`src/rtl/eth_link_mgr.sv`:
```
// Multi-channel 10G link manager: per-channel reset sequencing, link
// qualification with retry accounting, and an aggregate all-up flag.
module eth_link_mgr #(
  parameter int P_CH_NUM       = 2,
  parameter int P_RST_CYCLE    = 20,
  parameter int P_DONE_TIMEOUT = 1000000,
  parameter int P_LINK_TIMEOUT = 1000000,
  parameter int P_STABLE_CYCLE = 16
) (
  input  logic                  i_clk,
  input  logic                  i_rst,
  input  logic [P_CH_NUM-1:0]   i_ch_en,
  input  logic [P_CH_NUM-1:0]   i_rst_done,
  input  logic [P_CH_NUM-1:0]   i_block_sync,
  input  logic [P_CH_NUM-1:0]   i_pcs_rx_link,
  output logic [P_CH_NUM-1:0]   o_gt_rst,
  output logic [P_CH_NUM-1:0]   o_mac_rst,
  output logic [P_CH_NUM-1:0]   o_link_up,
  output logic [8*P_CH_NUM-1:0] o_retry_cnt,
  output logic                  o_all_up
);

  localparam int C_MAX_TO = (P_DONE_TIMEOUT > P_LINK_TIMEOUT) ? P_DONE_TIMEOUT : P_LINK_TIMEOUT;
  localparam int C_MAX_RS = (P_RST_CYCLE > P_STABLE_CYCLE) ? P_RST_CYCLE : P_STABLE_CYCLE;
  localparam int C_MAX    = (C_MAX_TO > C_MAX_RS) ? C_MAX_TO : C_MAX_RS;
  localparam int C_CW     = $clog2(C_MAX + 1);

  localparam logic [C_CW-1:0] C_RST_LAST  = C_CW'(P_RST_CYCLE - 1);
  localparam logic [C_CW-1:0] C_DONE_LAST = C_CW'(P_DONE_TIMEOUT - 1);
  localparam logic [C_CW-1:0] C_LINK_LAST = C_CW'(P_LINK_TIMEOUT - 1);
  localparam logic [C_CW-1:0] C_STAB_LAST = C_CW'(P_STABLE_CYCLE - 1);
  localparam logic [C_CW-1:0] C_ONE       = C_CW'(1);

  localparam logic [2:0] S_IDLE      = 3'd0;
  localparam logic [2:0] S_RST       = 3'd1;
  localparam logic [2:0] S_WAIT_DONE = 3'd2;
  localparam logic [2:0] S_WAIT_LINK = 3'd3;
  localparam logic [2:0] S_UP        = 3'd4;

  logic [P_CH_NUM-1:0] r_done_s1, r_done_s2;
  logic [P_CH_NUM-1:0] r_bs_s1,   r_bs_s2;
  logic [P_CH_NUM-1:0] r_link_s1, r_link_s2;
  logic [P_CH_NUM-1:0] w_link_up;
  logic                r_all_up;

  // NOTE: sequential state uses non-blocking (<=) so every flop samples pre-edge values.
  always_ff @(posedge i_clk or posedge i_rst) begin
    if (i_rst) begin
      r_done_s1 <= '0;
      r_done_s2 <= '0;
      r_bs_s1   <= '0;
      r_bs_s2   <= '0;
      r_link_s1 <= '0;
      r_link_s2 <= '0;
    end else begin
      r_done_s1 <= i_rst_done;
      r_done_s2 <= r_done_s1;
      r_bs_s1   <= i_block_sync;
      r_bs_s2   <= r_bs_s1;
      r_link_s1 <= i_pcs_rx_link;
      r_link_s2 <= r_link_s1;
    end
  end

  for (genvar g = 0; g < P_CH_NUM; g++) begin : g_ch
    logic [2:0]      r_state, w_state_nxt;
    logic [C_CW-1:0] r_cnt, w_cnt_nxt;
    logic [C_CW-1:0] r_stab, w_stab_nxt;
    logic [7:0]      r_retry;
    logic            r_gt_rst, r_mac_rst, r_link_up;
    logic            w_fail;
    logic            w_done, w_good;

    assign w_done = r_done_s2[g];
    assign w_good = r_done_s2[g] & r_bs_s2[g] & r_link_s2[g];

    // NOTE: every always_comb output gets a default first so no latch is inferred.
    always_comb begin
      w_state_nxt = r_state;
      w_cnt_nxt   = r_cnt;
      w_stab_nxt  = r_stab;
      w_fail      = 1'b0;
      if (!i_ch_en[g]) begin
        w_state_nxt = S_IDLE;
        w_cnt_nxt   = '0;
        w_stab_nxt  = '0;
      end else begin
        case (r_state)
          S_IDLE: begin
            w_state_nxt = S_RST;
            w_cnt_nxt   = '0;
          end
          S_RST: begin
            if (r_cnt == C_RST_LAST) begin
              w_state_nxt = S_WAIT_DONE;
              w_cnt_nxt   = '0;
            end else begin
              w_cnt_nxt = r_cnt + C_ONE;
            end
          end
          S_WAIT_DONE: begin
            if (w_done) begin
              w_state_nxt = S_WAIT_LINK;
              w_cnt_nxt   = '0;
              w_stab_nxt  = '0;
            end else if (r_cnt == C_DONE_LAST) begin
              w_state_nxt = S_RST;
              w_cnt_nxt   = '0;
              w_fail      = 1'b1;
            end else begin
              w_cnt_nxt = r_cnt + C_ONE;
            end
          end
          S_WAIT_LINK: begin
            // Losing reset-done outranks qualification; the stable count
            // wins over the total-time budget when both land together.
            if (!w_done) begin
              w_state_nxt = S_RST;
              w_cnt_nxt   = '0;
              w_fail      = 1'b1;
            end else if (w_good && (r_stab == C_STAB_LAST)) begin
              w_state_nxt = S_UP;
              w_cnt_nxt   = '0;
            end else if (r_cnt == C_LINK_LAST) begin
              w_state_nxt = S_RST;
              w_cnt_nxt   = '0;
              w_fail      = 1'b1;
            end else begin
              w_cnt_nxt  = r_cnt + C_ONE;
              w_stab_nxt = w_good ? (r_stab + C_ONE) : '0;
            end
          end
          S_UP: begin
            if (!w_good) begin
              w_state_nxt = S_RST;
              w_cnt_nxt   = '0;
              w_fail      = 1'b1;
            end
          end
          default: begin
            w_state_nxt = S_IDLE;
            w_cnt_nxt   = '0;
            w_stab_nxt  = '0;
          end
        endcase
      end
    end

    // Outputs decode the next state so they align with the state register.
    always_ff @(posedge i_clk or posedge i_rst) begin
      if (i_rst) begin
        r_state   <= S_IDLE;
        r_cnt     <= '0;
        r_stab    <= '0;
        r_retry   <= '0;
        r_gt_rst  <= 1'b1;
        r_mac_rst <= 1'b1;
        r_link_up <= 1'b0;
      end else begin
        r_state   <= w_state_nxt;
        r_cnt     <= w_cnt_nxt;
        r_stab    <= w_stab_nxt;
        if (w_fail && (r_retry != 8'hFF)) r_retry <= r_retry + 8'd1;
        r_gt_rst  <= (w_state_nxt == S_IDLE) || (w_state_nxt == S_RST);
        r_mac_rst <= (w_state_nxt != S_UP);
        r_link_up <= (w_state_nxt == S_UP);
      end
    end

    assign o_gt_rst[g]          = r_gt_rst;
    assign o_mac_rst[g]         = r_mac_rst;
    assign w_link_up[g]         = r_link_up;
    assign o_retry_cnt[8*g +: 8] = r_retry;
  end

  always_ff @(posedge i_clk or posedge i_rst) begin
    if (i_rst) r_all_up <= 1'b0;
    else       r_all_up <= (|i_ch_en) & (&(w_link_up | ~i_ch_en));
  end

  assign o_link_up = w_link_up;
  assign o_all_up  = r_all_up;

endmodule

```
`config.mk`:
```
export PLATFORM = sky130hd
export DESIGN_NAME = eth_link_mgr
export DESIGN_NICKNAME = d
export VERILOG_FILES = /design/src/rtl/eth_link_mgr.sv
export SDC_FILE = /design/constraint.sdc
export NUM_CORES = 1
export LEC_CHECK = 0
export BUFFER_PORTS_ARGS = -buffer_cell sky130_fd_sc_hd__buf_2
export CAP_MARGIN = 10
export CORE_ASPECT_RATIO = 0.75
export CORE_MARGIN = 5
export CORE_UTILIZATION = 56
export DETAILED_ROUTE_END_ITERATION = 10
export GPL_TIMING_DRIVEN = 0
export PLACE_DENSITY_LB_ADDON = 0.15
export RECOVER_POWER = 100
export SYNTH_ARGS = -nofsm -noshare
export SYNTH_HDL_FRONTEND = slang
export SYNTH_SLANG_ARGS = --single-unit
```
`constraint.sdc`:
```
create_clock -name i_clk -period 3.2 [get_ports i_clk]
set_input_delay 0 -clock i_clk [delete_from_list [all_inputs] [get_ports i_clk]]
set_output_delay 0 -clock i_clk [all_outputs]
set_load 0.01 [all_outputs]
```
==> results of run 1 <==
[cell type report]
class | instances | area [um^2]
multi-input combinational | 572 | 3280
clock buffer | 20 | 437
sequential | 121 | 3030
fill | 960 | 3910
clock inverter | 12 | 199
inverter | 24 | 91.3
timing repair buffer | 42 | 248
tap | 162 | 203
buffer | 39 | 173
[per-layer routing]
metal / GRT usage (%) / up-vias / wire [um]
li1: - / 2923 / -
met1: 35.3 / 2971 / 7760
met2: 33.6 / 269 / 7110
met3: 5.13 / 35 / 1170
met4: 8.85 / 0 / 320
met5: 0 / - / 0
[where the power goes]
| part | internal [mW] | switching [mW] |
|---|---|---|
| clock network | 1.38 | 0.708 |
| logic | 0.0339 | 0.0874 |
| registers | 1.54 | 0.00701 |
[sequential cells by signal, summed over array words and instances (netlist names), 6 cells and up]
name and flops:
g_ch.r_cnt 40, g_ch.r_stab 40, g_ch.r_retry 16, g_ch.r_state 6
[worst max-delay path, stage by stage (launching register included)]
cell,delay [ps]
dfrtp_1,460
ha_1,290
and4_1,310
nand4_1,180
o22ai_1,470
a31o_2,300
clkbuf_1,380
o21ai_0,180
o31ai_1,100
[cells in the final DEF (no fill, tap or decap), types with 8 or more instances in the layout]
cell / instances
dfrtp_1: 117
nand3_1: 62
nand4_1: 31
clkbuf_1: 59
o31ai_1: 23
and4_1: 11
and2_1: 8
xor2_1: 17
o21ai_0: 70
clkbuf_16: 17
dlygate4sd3_1: 8
nor2_1: 59
a21oi_1: 21
a21o_1: 9
nor3_1: 27
a31oi_1: 22
nand2_1: 88
and3_1: 16
or3_1: 8
inv_1: 23
nor4_1: 22
[what timing repair did]
action	in CTS	in global routing
endpoints found under the setup margin	0	0
endpoints found under the hold margin	32	0
buffers inserted	0	0
hold buffers	8	0
[kinds of logic (layout without fill, tap and decap cells)]
logic type                 after synthesis  after routing  share of synthesized area, %
and+or+nand+nor                        355            355                          27.4
AOI/OAI and AO/OA                      181            181                          17.2
DFF                                    121            121                          46.0
buffers and inverters                   63            137                          4.15
xor gates and xnor gates                24             24                          3.19
adders and majority gates                6              6                          1.14
muxes                                    6              6                         0.967
[through the flow]
stage	std cells	utilization (%)	instance area, um^2	setup slack (ps)
5_1_grt	992	66.2	7660	147
6_report	992	66.2	7660	439
4_1_cts	992	66.9	7740	546
3_5_place_dp	952	60.7	7020	570
2_1_floorplan	756	-	6600	1050
3_3_place_gp	949	60.2	6960	569
[worst paths after layout]
check                      depth (start not counted)        startpoint  slack, ps            endpoint
hold reg to reg                                    0        r_bs_s1[0]        350          r_bs_s2[0]
setup / recovery                                   8  g_ch[0].r_cnt[0]        440  g_ch[0].r_stab[14]
max in group asynchronous                          6             i_rst        700    g_ch[1].r_gt_rst
min in group asynchronous                          3             i_rst        340   g_ch[0].r_stab[6]
hold / removal                                     3        i_ch_en[0]        100            o_all_up
setup reg to reg                                   8  g_ch[0].r_cnt[0]        440  g_ch[0].r_stab[14]
==> impl_metrics.json, run 1 <==
{
  "max_cap_viol_count": 0,
  "clock_sinks": 121,
  "clkLatencyLatePin_ps": 420,
  "port_buffers": 31,
  "antenna_found_initial": 0,
  "post_drt_wl_per_cell_um": 16.5,
  "die_h_um": 104,
  "detailed_place_hpwl_um": 11400,
  "fmax_mhz": 362,
  "synth.distinct_cells": 62,
  "fin_worst_skew_ps": 12.2,
  "powerDensity_nw_per_um2": 491,
  "syn_inst": 756,
  "hold_viol": 0,
  "synth_top_cell_area_share_pct": 44.4,
  "nNetsFinal": 833,
  "clockBufferDepth": 2,
  "synth_top_area_cell": "dfrtp_1",
  "drt_iter0_drc": 608,
  "grt_max_degree": 38,
  "status": "finished, final reports clean",
  "die-area_um2": 14100,
  "first_global_vias": 5808,
  "drtPass1Iterations": 5,
  "ir_drop_uv": 398,
  "yosysSeqAreaShare_pct": 46.0,
  "holdCritPathClass": "input port to flip-flop",
  "crit_required_ps": 3530,
  "synth_fp_nets": 772,
  "cp-end-kind": "flip-flop",
  "worst_pin_slew_ps": 1410,
  "leakagePower_nw": 3.18,
  "path_class": "flip-flop to flip-flop",
  "whs_ps": 102,
  "maxSlewViolCount": 0,
  "ctsResizeCount": 0,
  "yosys_warnings": 0,
  "ant_nets": 0,
  "synth-seq-cells": 121,
  "vias_per_cell": 6.25,
  "power.total_mw": 3.76,
  "cp_max_fo": 10,
  "wl_um": 16400,
  "grt_pass1_wl_um": 27500,
  "drive_above_1_share_pct": 7.35,
  "num_rows": 34,
  "numCtsBuffers": 17,
  "gp_congestion": 0.976,
  "synth_top_flop_cell": "dfrtp_1",
  "core-area_um2": 11600,
  "synth_edf_count": 0,
  "grt-ovfl-total": 0,
  "syn_area_per_cell_um2": 8.73,
  "fin_crit_ps": 2760,
  "die_x_um": 135,
  "post-route-period-util_pct": 86.3,
  "tritoncts": "done",
  "initial_core_util_pct": 57.0,
  "synthArstFlopShare_pct": 100,
  "timing.setup.tns_ps": 0,
  "drc": 0,
  "area_growth_pct": 16.1,
  "cts_max_level": 4,
  "ios": 33,
  "synth.area.top_cells": "dfrtp_1 (44%), o21ai_0 (5.2%), nand2_1 (5.0%)",
  "relSlewSlack_pct": 5.67,
  "rsz0062_at_grt": "false",
  "arrival_ps": 3090,
  "synth.most_common_cell": "dfrtp_1",
  "grt_use_total_pct": 23.6,
  "netlist_area_um2": 6600,
  "insertedDiodeCount": 0,
  "setup_violations": 0,
  "clockRootBuffer": "clkbuf_16",
  "clkSlewWorstSetupHoldPaths_ps": 60,
  "yosys-top-cells-count": "dfrtp_1 (117), nand2_1 (88), o21ai_0 (69), nand3_1 (62), nor2_1 (58)",
  "vias": 6198,
  "startpoint_type": "flip-flop"
}
No activity file was read; power rests on OpenSTA's default activity.
==> run 2: changes to the inputs <==
--- a/config.mk
+++ b/config.mk
@@ -10,8 +10,10 @@
 export CORE_ASPECT_RATIO = 0.75
 export CORE_MARGIN = 5
 export CORE_UTILIZATION = 56
+export CTS_BUF_LIST = sky130_fd_sc_hd__clkbuf_16
 export DETAILED_ROUTE_END_ITERATION = 10
 export GPL_TIMING_DRIVEN = 0
+export HOLD_SLACK_MARGIN = 0.06
 export PLACE_DENSITY_LB_ADDON = 0.15
 export RECOVER_POWER = 100
 export SYNTH_ARGS = -nofsm -noshare
==> impl_metrics.json, run 2 (synthesized netlist as in run 1, its figures left out) <==
{
  "drc": 0,
  "startpoint_type": "flip-flop",
  "die-area_um2": 14100,
  "final_cell_mix": "dfrtp_1 (117), nand2_1 (88), o21ai_0 (70)",
  "vias_per_cell": 6.24,
  "num_rows": 34,
  "drive_above_1_share_pct": 7.35,
  "cp-end-kind": "flip-flop",
  "port_buffers": 31,
  "area_growth_pct": 16.1,
  "status": "finished, final reports clean",
  "holdCritPathClass": "input port to flip-flop",
  "final_cells": 992,
  "relSlewSlack_pct": 6.02,
  "crit_chain": "ha_1 -> nor4bb_1 -> nand4_1 -> o41ai_1 -> o32a_2 -> clkbuf_1 -> nor2_1 -> mux2_2",
  "detailed_place_hpwl_um": 11400,
  "initial_core_util_pct": 57.0,
  "rsz0062_at_grt": "false",
  "leakagePower_nw": 3.19,
  "clkSlewWorstSetupHoldPaths_ps": 60,
  "place.detailed.instances": 952,
  "maxSlewViolCount": 0,
  "ant_nets": 0,
  "grt_max_degree": 38,
  "clock_sinks": 121,
  "fillers": 960,
  "post-cts-setup-buffers": 0,
  "cp_top_family": "compound AO/OA/AOI/OAI gates",
  "antenna_found_initial": 0,
  "dpl_cell_area_um2": 7020,
  "crit_required_ps": 3500,
  "clockBufferDepth": 2,
  "drt_iter0_drc": 608,
  "die_h_um": 104,
  "clockRootBuffer": "clkbuf_16",
  "nNetsFinal": 833,
  "reg_top3": "g_ch.r_cnt (40), g_ch.r_stab (40), g_ch.r_retry (16)",
  "first_global_vias": 5808,
  "arrival_ps": 3060,
  "insertedDiodeCount": 0,
  "powerDensity_nw_per_um2": 489,
  "tritoncts": "done",
  "ir_drop_uv": 399,
  "fmax_mhz": 363,
  "core-area_um2": 11600,
  "timing.setup.tns_ps": 0,
  "ios": 33,
  "path_class": "flip-flop to flip-flop",
  "cts_max_level": 4,
  "grt_pass1_wl_um": 27500,
  "post-route-period-util_pct": 86.2,
  "post_drt_wl_per_cell_um": 16.5,
  "wl_um": 16300,
  "setup_violations": 0,
  "die_x_um": 135,
  "numCtsBuffers": 17,
  "hold_viol": 0,
  "postLayoutCellArea_um2": 7660,
  "worst_pin_slew_ps": 1410,
  "critPathBufInv": 1,
  "fin_crit_ps": 2760,
  "final_common_cell": "dfrtp_1",
  "clkLatencyLatePin_ps": 420,
  "holdBufCountCts": 8,
  "vias": 6190,
  "grt-ovfl-total": 0,
  "gp_congestion": 0.976,
  "drtPass1Iterations": 5,
  "fin_worst_skew_ps": 11.5,
  "ctsResizeCount": 0,
  "max_cap_viol_count": 0,
  "slowest_stage": "o41ai_1",
  "cp_max_fo": 10,
  "critPathMaxStageDelay_ps": 400,
  "grt_use_total_pct": 23.6,
  "whs_ps": 103
}
[run 2: per-stage QoR]
step	utilization [%]	power, mW	setup WS (ps)
2_1_floorplan	-	1.65	1050
3_3_place_gp	60.2	1.68	569
3_5_place_dp	60.7	1.69	570
4_1_cts	66.9	3.77	546
5_1_grt	66.2	3.85	147
6_report	66.2	3.75	443
[run 2: worst reg2reg max path, delay by kind of cell (launching register included)]
| kind | cells | cell delay (ps) |
|---|---|---|
| and+or+nand+nor | 3 | 600 |
| DFF | 1 | 390 |
| AOI/OAI and AO/OA | 2 | 630 |
| buffers and inverters | 1 | 400 |
| adders and majority gates | 1 | 340 |
| muxes | 1 | 270 |
[run 2: final cells by class]
type                            count  area, um^2  area share [%]
Tap cell                          162         203            2.65
Inverter                           24        91.3            1.19
Buffer                             39         173            2.25
Clock inverter                     15         210            2.74
Timing Repair Buffer               42         248            3.23
Sequential cell                   121        3030            39.6
Multi-Input combinational cell    572        3280            42.8
Clock buffer                       17         425            5.55
[run 2: report_power, final]
group	switching [mW]	internal, mW	leakage [nW]
Sequential	0.00699	1.54	1.63
Combinational	0.0873	0.0339	1.23
Clock	0.709	1.37	0.320
Total	0.803	2.95	3.19
[run 2: final timing paths]
kind,startpoint,to,slack (ps),depth (start not counted)
max in group asynchronous,i_rst,g_ch[1].r_gt_rst,710,6
worst min-delay path,i_ch_en[0],o_all_up,100,3
worst max-delay path,g_ch[1].r_cnt[0],g_ch[1].r_cnt[2],440,8
worst max register to register,g_ch[1].r_cnt[0],g_ch[1].r_cnt[2],440,8
worst min register to register,r_bs_s1[0],r_bs_s2[0],350,0
min in group asynchronous,i_rst,g_ch[0].r_stab[6],340,3
[run 2: metal layers]
layer | wire [um] | GRT usage (%)
met5 | 0 | 0
met4 | 328 | 8.85
met3 | 1210 | 5.13
met2 | 7070 | 33.6
met1 | 7720 | 35.3
